===== src/rtl/load_store_unit.sv =====
// Multi-cycle load/store stage: turns an ALU effective address plus funct3 into one
// word-wide memory handshake, with alignment checks and a bounded wait for mem_ready.
module load_store_unit #(
  parameter int TIMEOUT_CYCLES = 16,
  parameter int TO_W           = 5
) (
  input  logic        clk,
  input  logic        rst,
  input  logic        op_valid,
  input  logic        op_load,
  input  logic [2:0]  funct3,
  input  logic [31:0] addr,
  input  logic [31:0] store_data,
  output logic        busy,
  output logic        done,
  output logic [31:0] load_data,
  output logic        err_align,
  output logic        err_timeout,
  output logic        mem_req,
  output logic        mem_we,
  output logic [31:0] mem_addr,
  output logic [3:0]  mem_wstrb,
  output logic [31:0] mem_wdata,
  input  logic        mem_ready,
  input  logic [31:0] mem_rdata
);

  typedef enum logic [1:0] {IDLE, ACCESS, DONE} state_e;

  state_e            state_q, state_d;
  logic [31:0]       addr_q, sdata_q, ld_q, ld_d;
  logic [2:0]        f3_q;
  logic              load_q;
  logic [TO_W-1:0]   cnt_q, cnt_d;
  logic              ea_q, ea_d, et_q, et_d;
  logic              accept, op_legal, op_aligned;
  logic [31:0]       rd_shift, ld_ext;
  logic [15:0]       rd_half;

  assign accept = (state_q == IDLE) && op_valid;

  // Legality and alignment are judged on the raw inputs so the accept edge can
  // route straight to DONE without ever raising mem_req.
  always_comb begin
    op_legal = op_load ? (funct3 inside {3'b000, 3'b001, 3'b010, 3'b100, 3'b101})
                       : (funct3 inside {3'b000, 3'b001, 3'b010});
    case (funct3[1:0])
      2'b01:   op_aligned = !addr[0];
      2'b10:   op_aligned = (addr[1:0] == 2'b00);
      default: op_aligned = 1'b1;
    endcase
  end

  assign rd_shift = mem_rdata >> {addr_q[1:0], 3'b000};
  assign rd_half  = addr_q[1] ? mem_rdata[31:16] : mem_rdata[15:0];

  always_comb begin
    case (f3_q)
      3'b000:  ld_ext = {{24{rd_shift[7]}}, rd_shift[7:0]};
      3'b100:  ld_ext = {24'd0, rd_shift[7:0]};
      3'b001:  ld_ext = {{16{rd_half[15]}}, rd_half};
      3'b101:  ld_ext = {16'd0, rd_half};
      default: ld_ext = mem_rdata;
    endcase
  end

  always_comb begin
    state_d = state_q;
    cnt_d   = cnt_q;
    ld_d    = ld_q;
    ea_d    = ea_q;
    et_d    = et_q;
    case (state_q)
      IDLE: if (op_valid) begin
        ld_d  = '0;
        et_d  = 1'b0;
        cnt_d = '0;
        if (op_legal && op_aligned) begin
          ea_d    = 1'b0;
          state_d = ACCESS;
        end else begin
          ea_d    = 1'b1;
          state_d = DONE;
        end
      end
      ACCESS: begin
        if (mem_ready) begin
          if (load_q) ld_d = ld_ext;
          state_d = DONE;
        end else if (cnt_q == TO_W'(TIMEOUT_CYCLES - 1)) begin
          et_d    = 1'b1;
          state_d = DONE;
        end else begin
          cnt_d = cnt_q + TO_W'(1);
        end
      end
      DONE:    state_d = IDLE;
      default: state_d = IDLE;
    endcase
  end

  always_ff @(posedge clk) begin
    if (rst) begin
      state_q <= IDLE;
      cnt_q   <= '0;
      ld_q    <= '0;
      ea_q    <= 1'b0;
      et_q    <= 1'b0;
      addr_q  <= '0;
      sdata_q <= '0;
      f3_q    <= '0;
      load_q  <= 1'b0;
    end else begin
      state_q <= state_d;
      cnt_q   <= cnt_d;
      ld_q    <= ld_d;
      ea_q    <= ea_d;
      et_q    <= et_d;
      if (accept) begin
        addr_q  <= addr;
        sdata_q <= store_data;
        f3_q    <= funct3;
        load_q  <= op_load;
      end
    end
  end

  // Memory-side outputs are forced low outside ACCESS so the bus is quiet when idle.
  always_comb begin
    mem_req   = (state_q == ACCESS);
    mem_we    = mem_req && !load_q;
    mem_addr  = mem_req ? {addr_q[31:2], 2'b00} : '0;
    mem_wstrb = '0;
    mem_wdata = '0;
    if (mem_req) begin
      case (f3_q[1:0])
        2'b00:   mem_wdata = {4{sdata_q[7:0]}};
        2'b01:   mem_wdata = {2{sdata_q[15:0]}};
        default: mem_wdata = sdata_q;
      endcase
      if (!load_q) begin
        case (f3_q[1:0])
          2'b00:   mem_wstrb = 4'b0001 << addr_q[1:0];
          2'b01:   mem_wstrb = 4'b0011 << addr_q[1:0];
          default: mem_wstrb = 4'b1111;
        endcase
      end
    end
  end

  assign busy        = (state_q != IDLE);
  assign done        = (state_q == DONE);
  assign load_data   = ld_q;
  assign err_align   = ea_q;
  assign err_timeout = et_q;

endmodule


===== config.mk =====
export PLATFORM = sky130hd
export DESIGN_NAME = load_store_unit
export DESIGN_NICKNAME = d
export VERILOG_FILES = /design/src/rtl/load_store_unit.sv
export SDC_FILE = /design/constraint.sdc
export NUM_CORES = 1
export LEC_CHECK = 0
export CAP_MARGIN = 10
export CORE_ASPECT_RATIO = 1.5
export CORE_UTILIZATION = 47
export CTS_CLUSTER_SIZE = 24
export DETAILED_ROUTE_END_ITERATION = 10
export GPL_TIMING_DRIVEN = 0
export HOLD_SLACK_MARGIN = 0.05
export PLACE_DENSITY = 0.86
export SLEW_MARGIN = 20
export SYNTH_ARGS = -nofsm -noshare
export SYNTH_HDL_FRONTEND = slang
export SYNTH_SLANG_ARGS = --single-unit
export TNS_END_PERCENT = 20

===== constraint.sdc =====
create_clock -name clk -period 5.15 [get_ports clk]
set_clock_uncertainty 0.1 [all_clocks]
set_input_delay 1.2875 -clock clk [delete_from_list [all_inputs] [get_ports clk]]
set_output_delay 1.2875 -clock clk [all_outputs]
set_load 0.005 [all_outputs]

==> metrics.txt, run 1 <==
Final Cycle Share=78.39%; total of max-cap violations=0; hold buffers post-CTS=0; antenna-violating nets left=0; number of synthesized register bits=109; grt ovf=0; initial antenna violation count=0; antenna cells=0; Pwr Density=253.8 nW/um^2; number of buffers created by CTS=9; Synthesis Warnings=0; Fin. Hold Viols=0; fill count=945; Netlist cell types=53; met1 wire length=6413 um; placed cells=1,032; Die ar.=11,770 sq um; routed length on met3=1178 um; Initial Util=48.17%; PortBufs=206; detailed-route DRC error count=0; Post-DP Area=7575 sq um; pin count of the biggest net entering global routing=17; R2R Path End=cnt_q[3]; DR vias=5,645; wire length per cell=16.66 um; most common flop cell mapped by yosys=dfxtp_1; Final min period=4.037 ns; first-pass GRT wire length=27,350 um; layout cell share with drive strength beyond 1=5.327%; H-tree depth=3; CTS max path bufs=2; post-synthesis cell count=678; Core Area=11,060 sq um; clock latency on the worst-skew pair=0.35 ns; crit path DAT=2.65 ns; routability congestion estimate=0.9236; Avg Vias per Cell=5.386; run status=finished, final reports clean; Crit Path Max Fanout=10; Gate power share=19.0%; fin. max-slew vios=0; DR iter-0 viols=275; peak supply drop=252.7 uV; Die W=88.91 um; hold crit path type=reg -> reg; placement row count=47; GRT Resource Usage Total=30.49%; number of post-CTS setup repair buffers=0; clock sink total=109; Slew @ Worst Pin=0.7457 ns; crit path kind=reg -> out; fin util=71.19%; Post-Syn Area=5325 sq um; internal power=1448 uW; dpl hpwl=13,130 um; switching share of power=27.50%; Hold Path End=addr_q[25]; FF-to-FF setup slack=3.09 ns; TritonCTS clock tree=built; Worst setup EP type=primary output; Hold Slack=0.3501 ns; hold path cells=2; Die Y=132.4 um; I/O pins=210; NumNets Final=1,005; clock network power share=35.4%; post-synthesis sequential area ratio=40.98%; r2r startpoint=cnt_q[0]; Layout area overhead=47.79%; FMAX=247.7 MHz; first-pass detailed-route iteration total=5; vias in the first global route=5,564; Pleak=0.002908 uW; Design Area, Final=7870 sq um; wire length on met2=8957 um; Syn Area/Cell=7.854 sq um; Critical Path RT=3.76 ns; final instance count without filler cells=1,048; CTS clk-pin slew, worst paths=0.07 ns; Root Driver=clkbuf_16; Post-synth ARST share=0%; Post-synth EDFFs=0; Worst Min Path Start=addr_q[25]; Worst setup SP type=register; Routed WL=17,460 um; sequential share of power=45.6%; Final Setup Violations=0; Reg2Reg Depth=7; RSZ-0062 raised after global routing=no; Slew headroom=50.10%; Psw=549.2 uW; post-cts resize count=0; Fin Setup TNS=0 ns; top sig layer=met4
[power by group through the flow]
stage	clock network, uW	logic (uW)	registers, uW
global placement	0	369	928
global route	743	415	916
CTS	713	377	911
floorplan	0	207	921
detailed placement	0	374	930
finish	707	379	911
[cell usage in the layout (no fill, tap or decap), types with 12 or more instances in the layout]
| cell type | instances |
|---|---|
| o2bb2ai_1 | 31 |
| nor2_1 | 56 |
| nand2_1 | 156 |
| dfxtp_1 | 109 |
| mux2i_1 | 20 |
| a21oi_1 | 93 |
| and2_1 | 38 |
| inv_1 | 12 |
| clkbuf_1 | 32 |
| clkdlybuf4s50_1 | 206 |
| buf_2 | 20 |
[worst max path at each step]
stage,from,endpoint,slack [ns],depth (start not counted)
after floorplan,f3_q[0],mem_wstrb[3],2.48,5
after global placement,f3_q[1],mem_wdata[27],1.55,6
after detailed placement,f3_q[1],mem_wdata[27],1.51,6
after CTS,f3_q[1],mem_wdata[27],1.13,6
after global routing,f3_q[1],mem_wdata[25],0.98,6
final,f3_q[1],mem_wdata[27],1.11,6
[cell families (layout without fill, tap and decap cells)]
family	Yosys count	in the layout	share of synthesized area (%)
compound gates	182	182	23.10
mux	21	21	3.971
buf+inv	69	291	5.756
fa+ha+maj	5	5	1.175
other cells	1	2	0.07042
xor+xnor	2	2	0.3290
simple gates	289	289	24.62
flops	109	109	40.98
[layout make-up]
| cell class | instances | area, sq um | area share [%] |
|---|---|---|---|
| Buffer | 56 | 257.7 | 3.275 |
| Clock buffer | 13 | 250.2 | 3.180 |
| Clock inverter | 3 | 45.04 | 0.5723 |
| Inverter | 13 | 48.80 | 0.6200 |
| Multi-Input combinational cell | 501 | 2840 | 36.09 |
| Sequential cell | 109 | 2182 | 27.73 |
| Tap cell | 147 | 183.9 | 2.337 |
| Timing Repair Buffer | 206 | 2062 | 26.20 |
[state kept, by name, indices dropped and copies added (netlist names)]
name / flops
addr_q: 32
load_data: 32
sdata_q: 32
cnt_q: 5
f3_q: 3
state_q: 2
err_align: 1
err_timeout: 1
load_q: 1
[worst max-delay path, stage by stage (launching register included)]
cell and delay (ns):
dfxtp_1 0.45, buf_2 0.28, buf_2 0.28, buf_1 0.46
a21oi_1 0.14, nor2_1 0.15, clkdlybuf4s50_1 0.53
[layer usage]
layer	global-route usage (%)	vias up
met4	19.44	0
met5	0	-
met2	53.50	247
met1	32.38	2581
met3	5.698	63
li1	-	2754
[per-stage QoR]
stage	power, uW	worst slack, ns
floorplan	1127	2.485
global placement	1297	1.550
detailed placement	1304	1.507
CTS	2000	1.130
global route	2074	0.9775
finish	1997	1.113
[synthesized netlist by cell type (2+ instances only)]
cell | n | area, sq um
nand2b_1 | 4 | 25.02
xor2_1 | 2 | 17.52
nand3b_1 | 7 | 52.55
o22ai_1 | 2 | 12.51
a211oi_2 | 2 | 25.02
nor2b_1 | 9 | 56.30
nor2_1 | 56 | 210.2
o21ai_0 | 5 | 25.02
o21a_1 | 2 | 15.01
buf_6 | 2 | 22.52
buf_2 | 20 | 100.1
buf_4 | 2 | 15.01
and3_1 | 2 | 12.51
nor3_1 | 5 | 25.02
inv_1 | 12 | 45.04
a211oi_1 | 10 | 75.07
ha_1 | 5 | 62.56
nand2_1 | 156 | 585.6
a21o_1 | 8 | 60.06
a21oi_1 | 93 | 465.5
o2bb2ai_1 | 31 | 271.5
dfxtp_1 | 109 | 2182
buf_1 | 3 | 11.26
and2_1 | 38 | 237.7
o211ai_1 | 7 | 52.55
mux2i_1 | 20 | 200.2
clkbuf_1 | 29 | 108.9
a221o_1 | 6 | 60.06
a221oi_1 | 7 | 61.31
Note: power is estimated with default switching activity, not from simulation.
==> run 2: changes to the inputs <==
--- a/config.mk
+++ b/config.mk
@@ -7,12 +7,12 @@
 export LEC_CHECK = 0
 export CAP_MARGIN = 10
 export CORE_ASPECT_RATIO = 1.5
-export CORE_UTILIZATION = 47
+export CORE_UTILIZATION = 40
 export CTS_CLUSTER_SIZE = 24
 export DETAILED_ROUTE_END_ITERATION = 10
 export GPL_TIMING_DRIVEN = 0
 export HOLD_SLACK_MARGIN = 0.05
-export PLACE_DENSITY = 0.86
+export PLACE_DENSITY = 0.78
 export SLEW_MARGIN = 20
 export SYNTH_ARGS = -nofsm -noshare
 export SYNTH_HDL_FRONTEND = slang
==> constraint.sdc (replaced) <==
create_clock -name clk -period 3.6 [get_ports clk]
set_clock_uncertainty 0.1 [all_clocks]
set_input_delay 0.9 -clock clk [delete_from_list [all_inputs] [get_ports clk]]
set_output_delay 0.9 -clock clk [all_outputs]
set_load 0.005 [all_outputs]
==> run 2 against run 1 <==
Global-route usage fell by 5.1 points. First-iteration DRC count is 20% lower. Total power increased by 43%. Largest cell class unchanged. Final cell count is 1.0% higher. Wire length decreased by 0.14%. Critical path depth unchanged. Clock power up 44%. Worst setup slack worse by 1.0 ns. Largest power group unchanged. Sequential share of layout area is 0.062 points lower.
==> metrics.txt, run 2 (synthesized netlist as in run 1, its figures left out) <==
TritonCTS clock tree=built (unchanged); CTS clk-pin slew, worst paths=0.07 ns (about the same); RSZ-0062 raised after global routing=yes (was no); Avg Vias per Cell=5.253 (was 5.386); CP max-delay cell=clkdlybuf4s50_1 (unchanged); Routed WL=17,440 um (was 17,460 um); Worst setup EP type=primary output (unchanged); Core Area=12,950 sq um (was 11,060 sq um); first-pass GRT wire length=26,650 um (was 27,350 um); number of post-CTS setup repair buffers=0 (unchanged); CP max stage delay=0.48 ns (was 0.53 ns); Die W=96.21 um (was 88.91 um); Fin. Hold Viols=0 (unchanged); dpl hpwl=13,410 um (was 13,130 um); Psw=806.0 uW (was 549.2 uW); Layout area overhead=48.12% (was 47.79%); detailed-route DRC error count=0 (unchanged); total of max-cap violations=0 (unchanged); placed cells=1,044 (was 1,032); routability congestion estimate=0.8550 (was 0.9236); Initial Util=41.11% (was 48.17%); initial antenna violation count=0 (unchanged); layout cell share with drive strength beyond 1=5.784% (was 5.327%); GRT Resource Usage Total=25.39% (was 30.49%); crit path DAT=2.49 ns (was 2.65 ns); CP Buf/Inv Count=4 (unchanged); Root Driver=clkbuf_16 (unchanged); sequential share of power=45.6% (about the same); DR vias=5,563 (was 5,645); final instance count without filler cells=1,059 (was 1,048); wire length per cell=16.47 um (was 16.66 um); Die ar.=13,790 sq um (was 11,770 sq um); hold crit path type=reg -> reg (unchanged); FF-to-FF setup slack=1.51 ns (was 3.09 ns); Die Y=143.3 um (was 132.4 um); internal power=2055 uW (was 1448 uW); FMAX=286.3 MHz; most used cell, CP=clkbuf_1 (was buf_2); number of buffers created by CTS=9 (unchanged); antenna-violating nets left=0 (unchanged); fin. max-slew vios=0 (unchanged); NumNets Final=1,004 (was 1,005); Gate power share=18.8% (was 19.0%); Largest delay share family, worst path=buffers and inverters (unchanged); Slew headroom=53.46% (was 50.10%); DR iter-0 viols=220 (was 275); Pleak=0.002921 uW (was 0.002908 uW); clock latency on the worst-skew pair=0.36 ns (was 0.35 ns); first-pass detailed-route iteration total=5 (unchanged); Final Cycle Share=97.03%; placement row count=51 (was 47); commonest cells after routing, fill and taps aside=clkdlybuf4s50_1 (206), nand2_1 (156), dfxtp_1 (109), a21oi_1 (93), nor2_1 (55) (was clkdlybuf4s50_1 (206), nand2_1 (156), dfxtp_1 (109), a21oi_1 (93), nor2_1 (56)); Final min period=3.493 ns; crit path kind=reg -> out (unchanged); Worst setup SP type=register (unchanged); run status=finished, final reports clean (unchanged); grt ovf=0 (unchanged); Critical Path RT=2.60 ns (was 3.76 ns); I/O pins=210 (unchanged); most common cell after layout, fill and taps aside=clkdlybuf4s50_1 (unchanged); Final Setup Violations=0 (unchanged); peak supply drop=201.0 uV (was 252.7 uV); CTS max path bufs=2 (unchanged); switching share of power=28.17% (was 27.50%); Crit Path Max Fanout=10 (unchanged); crit-path cells=buf_2, or2b_1, clkbuf_1, clkbuf_1, nor2_1, clkdlybuf4s50_1 (was buf_2, buf_2, buf_1, a21oi_1, nor2_1, clkdlybuf4s50_1); H-tree depth=3 (unchanged); Pwr Density=362.7 nW/um^2 (was 253.8 nW/um^2); clock sink total=109 (unchanged); pin count of the biggest net entering global routing=20 (was 17); PortBufs=206 (unchanged); clock network power share=35.6% (was 35.4%); vias in the first global route=5,306 (was 5,564); Fin Setup TNS=0 ns (unchanged); Slew @ Worst Pin=0.6944 ns (was 0.7457 ns)
[run 2: path summary, 6_finish.rpt]
| path | cells past startpoint | end | from |
|---|---|---|---|
| worst max-delay path | 6 | mem_wdata[25] | state_q[1] |
| worst min-delay path | 2 | addr_q[15] | addr_q[15] |
| worst max register to register | 7 | cnt_q[3] | cnt_q[0] |
| worst min register to register | 2 | addr_q[15] | addr_q[15] |
[run 2: tightest hold or removal path, cell delays in order (launching register included)]
cell	delay [ns]
dfxtp_1	0.31
nand2_1	0.05
a21oi_1	0.05
[run 2: cell type report]
cell class                      instances  area, sq um
Fill cell                            1180         5066
Multi-Input combinational cell        501         2843
Sequential cell                       109         2182
Timing Repair Buffer                  206         2062
Buffer                                 55        255.2
Clock buffer                            9        225.2
Tap cell                              159        198.9
Clock inverter                          6        70.07
Inverter                               13        48.80
Antenna cell                            1        2.502
[run 2: what timing repair did]
item | CTS | global route
hold buffers | 0 | 0
endpoints found under the hold margin | 0 | 0
resized for setup | 0 | 3
setup endpoints to repair | 3 | 15
[run 2: power groups by stage]
stage	sequential, uW	clock [uW]	combinational [uW]
final	1300	1020	539
after global routing	1310	1080	592
after CTS	1300	1030	539
after detailed placement	1330	0	536
after global placement	1330	0	531
after floorplan	1320	0	295
[run 2: through the flow]
| step | worst slack [ns] | hold WS (ns) | utilization, % | total power (uW) | instance area, sq um |
|---|---|---|---|---|---|
| 2_1_floorplan | 1.322 | 0.3317 | - | 1612 | 5329 |
| 3_3_place_gp | 0.3526 | 0.3366 | 58.59 | 1860 | 7590 |
| 3_5_place_dp | 0.3342 | 0.3418 | 58.59 | 1868 | 7590 |
| 4_1_cts | 0.03199 | 0.3524 | 60.84 | 2873 | 7881 |
| 5_1_grt | -0.04426 | 0.3682 | 60.87 | 2980 | 7885 |
| 6_report | 0.1068 | 0.3488 | 60.89 | 2861 | 7888 |
[run 2: metal layers]
layer  routed length [um]  vias to the layer above  GRT usage, %
li1                     -                     2746             -
met1                 6630                     2528         27.54
met2                 8720                      224         43.41
met3                 1118                       65         5.079
met4                  968                        0         17.52
met5                    0                        -             0
==> run 3: changes to the inputs <==
--- a/config.mk
+++ b/config.mk
@@ -8,11 +8,13 @@
 export CAP_MARGIN = 10
 export CORE_ASPECT_RATIO = 1.5
 export CORE_UTILIZATION = 40
+export CTS_CLUSTER_DIAMETER = 120
 export CTS_CLUSTER_SIZE = 24
 export DETAILED_ROUTE_END_ITERATION = 10
 export GPL_TIMING_DRIVEN = 0
 export HOLD_SLACK_MARGIN = 0.05
 export PLACE_DENSITY = 0.78
+export RECOVER_POWER = 50
 export SLEW_MARGIN = 20
 export SYNTH_ARGS = -nofsm -noshare
 export SYNTH_HDL_FRONTEND = slang
==> run 3 against run 2 <==
Die area did not move. Combinational power down 0.7%. Worst setup slack better by 0.0063 ns. Wire length is 0.19% lower. Register-to-register slack about the same. Largest cell class unchanged. Final cell count about the same. Critical endpoint unchanged. Critical path depth unchanged. Total power decreased by 0.12%.
==> metrics.txt, run 3 (synthesized netlist as in run 1, its figures left out) <==
fin. max-slew vios=0 (unchanged); NumNets Final=1,004 (unchanged); TritonCTS clock tree=built (unchanged); Critical Path RT=2.60 ns (about the same); most used cell, CP=clkbuf_1 (unchanged); Root Driver=clkbuf_16 (unchanged); fin util=60.77% (was 60.89%); Fin. Hold Viols=0 (unchanged); crit-path cells=buf_2, or2b_1, clkbuf_1, clkbuf_1, nor2_1, clkdlybuf4s50_1 (unchanged); antenna-violating nets left=0 (unchanged); Die W=96.21 um (unchanged); vias in the first global route=5,306 (unchanged); Pleak=0.003020 uW (was 0.002921 uW); most common cell after layout, fill and taps aside=clkdlybuf4s50_1 (unchanged); CTS max path bufs=2 (unchanged); Worst setup EP type=primary output (unchanged); first-pass GRT wire length=26,650 um (unchanged); Core Area=12,950 sq um (unchanged); Slew headroom=52.89% (was 53.46%); Final Cycle Share=96.86% (was 97.03%); CTS clk-pin slew, worst paths=0.07 ns (about the same); routability congestion estimate=0.8550 (unchanged); number of post-CTS setup repair buffers=0 (unchanged); hold crit path type=reg -> reg (unchanged); DR vias=5,565 (was 5,563); clock sink total=109 (unchanged); placement row count=51 (unchanged); final instance count without filler cells=1,058 (was 1,059); total power=2858 uW (was 2861 uW); commonest cells after routing, fill and taps aside=clkdlybuf4s50_1 (169), nand2_1 (156), dfxtp_1 (109), a21oi_1 (93), nor2_1 (55) (was clkdlybuf4s50_1 (206), nand2_1 (156), dfxtp_1 (109), a21oi_1 (93), nor2_1 (55)); dpl hpwl=13,410 um (unchanged); placed cells=1,044 (unchanged); Avg Vias per Cell=5.260 (was 5.253); peak supply drop=198.4 uV (was 201.0 uV); Die Y=143.3 um (unchanged); number of buffers created by CTS=9 (unchanged); DR iter-0 viols=195 (was 220); Final Setup Violations=0 (unchanged); I/O pins=210 (unchanged); PortBufs=206 (unchanged); Design Area, Final=7871 sq um (was 7888 sq um); Routed WL=17,400 um (was 17,440 um); CP max stage delay=0.48 ns (about the same); H-tree depth=3 (unchanged); GRT Resource Usage Total=25.39% (unchanged); Slew @ Worst Pin=0.7029 ns (was 0.6944 ns); Crit Path Max Fanout=10 (unchanged); crit path DAT=2.49 ns (about the same); grt ovf=0 (unchanged); layout cell share with drive strength beyond 1=4.894% (was 5.784%); RSZ-0062 raised after global routing=yes (unchanged); hold buffers post-CTS=0 (unchanged); antenna cells=0 (was 1); DP Worst Slack=0.3342 ns (unchanged); first-pass detailed-route iteration total=5 (unchanged); clock latency on the worst-skew pair=0.35 ns (was 0.36 ns); detailed-route DRC error count=0 (unchanged); area of the multi-input gates=2838 sq um (was 2843 sq um); Worst setup SP type=register (unchanged); CP max-delay cell=clkdlybuf4s50_1 (unchanged); crit path kind=reg -> out (unchanged); pin count of the biggest net entering global routing=20 (unchanged); Layout area overhead=47.81% (was 48.12%); total of max-cap violations=0 (unchanged); Pwr Density=363.1 nW/um^2 (was 362.7 nW/um^2); wire length per cell=16.45 um (was 16.47 um); fin worst setup slack=0.1131 ns (was 0.1068 ns); Die ar.=13,790 sq um (unchanged); register area=2182 sq um (unchanged); FMAX=286.8 MHz (was 286.3 MHz); fill count=1,187 (was 1,180); Post-DP Area=7590 sq um (unchanged); Initial Util=41.11% (unchanged); run status=finished, final reports clean (unchanged); initial antenna violation count=0 (unchanged); Final min period=3.487 ns (was 3.493 ns)
-- run 3: cell types whose count changed in the layout (fill, tap and decap cells not counted), sizes merged --
cell and change:
diode -1, clkdlybuf4s50 -37, buf -7, dlygate4sd3 +37, clkbuf +7
-- run 3: final cells by class --
cell class	instances	share of cell area (%)
repair buffers	206	26.20
plain buffers	55	3.131
clock buffers	9	2.861
well taps	159	2.527
inverters	13	0.6199
flip-flops and latches	109	27.72
multi-input cells	501	36.05
clock inverters	6	0.8902
-- run 3: worst paths after layout --
check                           slack [ns]  startpoint       endpoint  cells past startpoint
worst max-delay path                  0.11  state_q[1]  mem_wdata[25]                      6
worst min-delay path                  0.35  addr_q[15]     addr_q[15]                      2
worst max register to register        1.52    cnt_q[0]       cnt_q[3]                      7
worst min register to register        0.35  addr_q[15]     addr_q[15]                      2
-- run 3: routing by layer --
| layer | up-vias | global-route usage [%] | share of wire [%] |
|---|---|---|---|
| met4 | 0 | 17.52 | 5.9 |
| met5 | - | 0 | 0 |
| met2 | 227 | 43.41 | 50 |
| li1 | 2744 | - | - |
| met1 | 2527 | 27.54 | 38 |
| met3 | 67 | 5.079 | 6.5 |
-- run 3: where the power goes --
group | switching (uW) | internal (uW) | leakage (uW)
logic | 290 | 245 | 0.00198
registers | 40.7 | 1260 | 0.000890
clock network | 475 | 544 | 0.000147
total | 806 | 2050 | 0.00302
-- run 3: what timing repair did --
| item | 4_1_cts | 5_1_grt |
|---|---|---|
| gates resized for setup | 0 | 3 |
| endpoints found under the setup margin | 3 | 15 |
| cloned | 0 | 0 |
-- run 3: critical path, delay by kind of cell, from the launching register on --
| family | cells | cell delay, ns |
|---|---|---|
| flip-flops | 1 | 0.31 |
| buffers and inverters | 4 | 1.54 |
| AND/OR/NAND/NOR | 2 | 0.29 |
-- run 3: stage by stage --
| step | hold slack [ns] | TNS [ns] |
|---|---|---|
| final | 0.3489 | 0 |
| after global routing | 0.3682 | -0.2564 |
| after CTS | 0.3524 | 0 |
| after detailed placement | 0.3418 | 0 |
| after global placement | 0.3366 | 0 |
| after floorplan | 0.3317 | 0 |
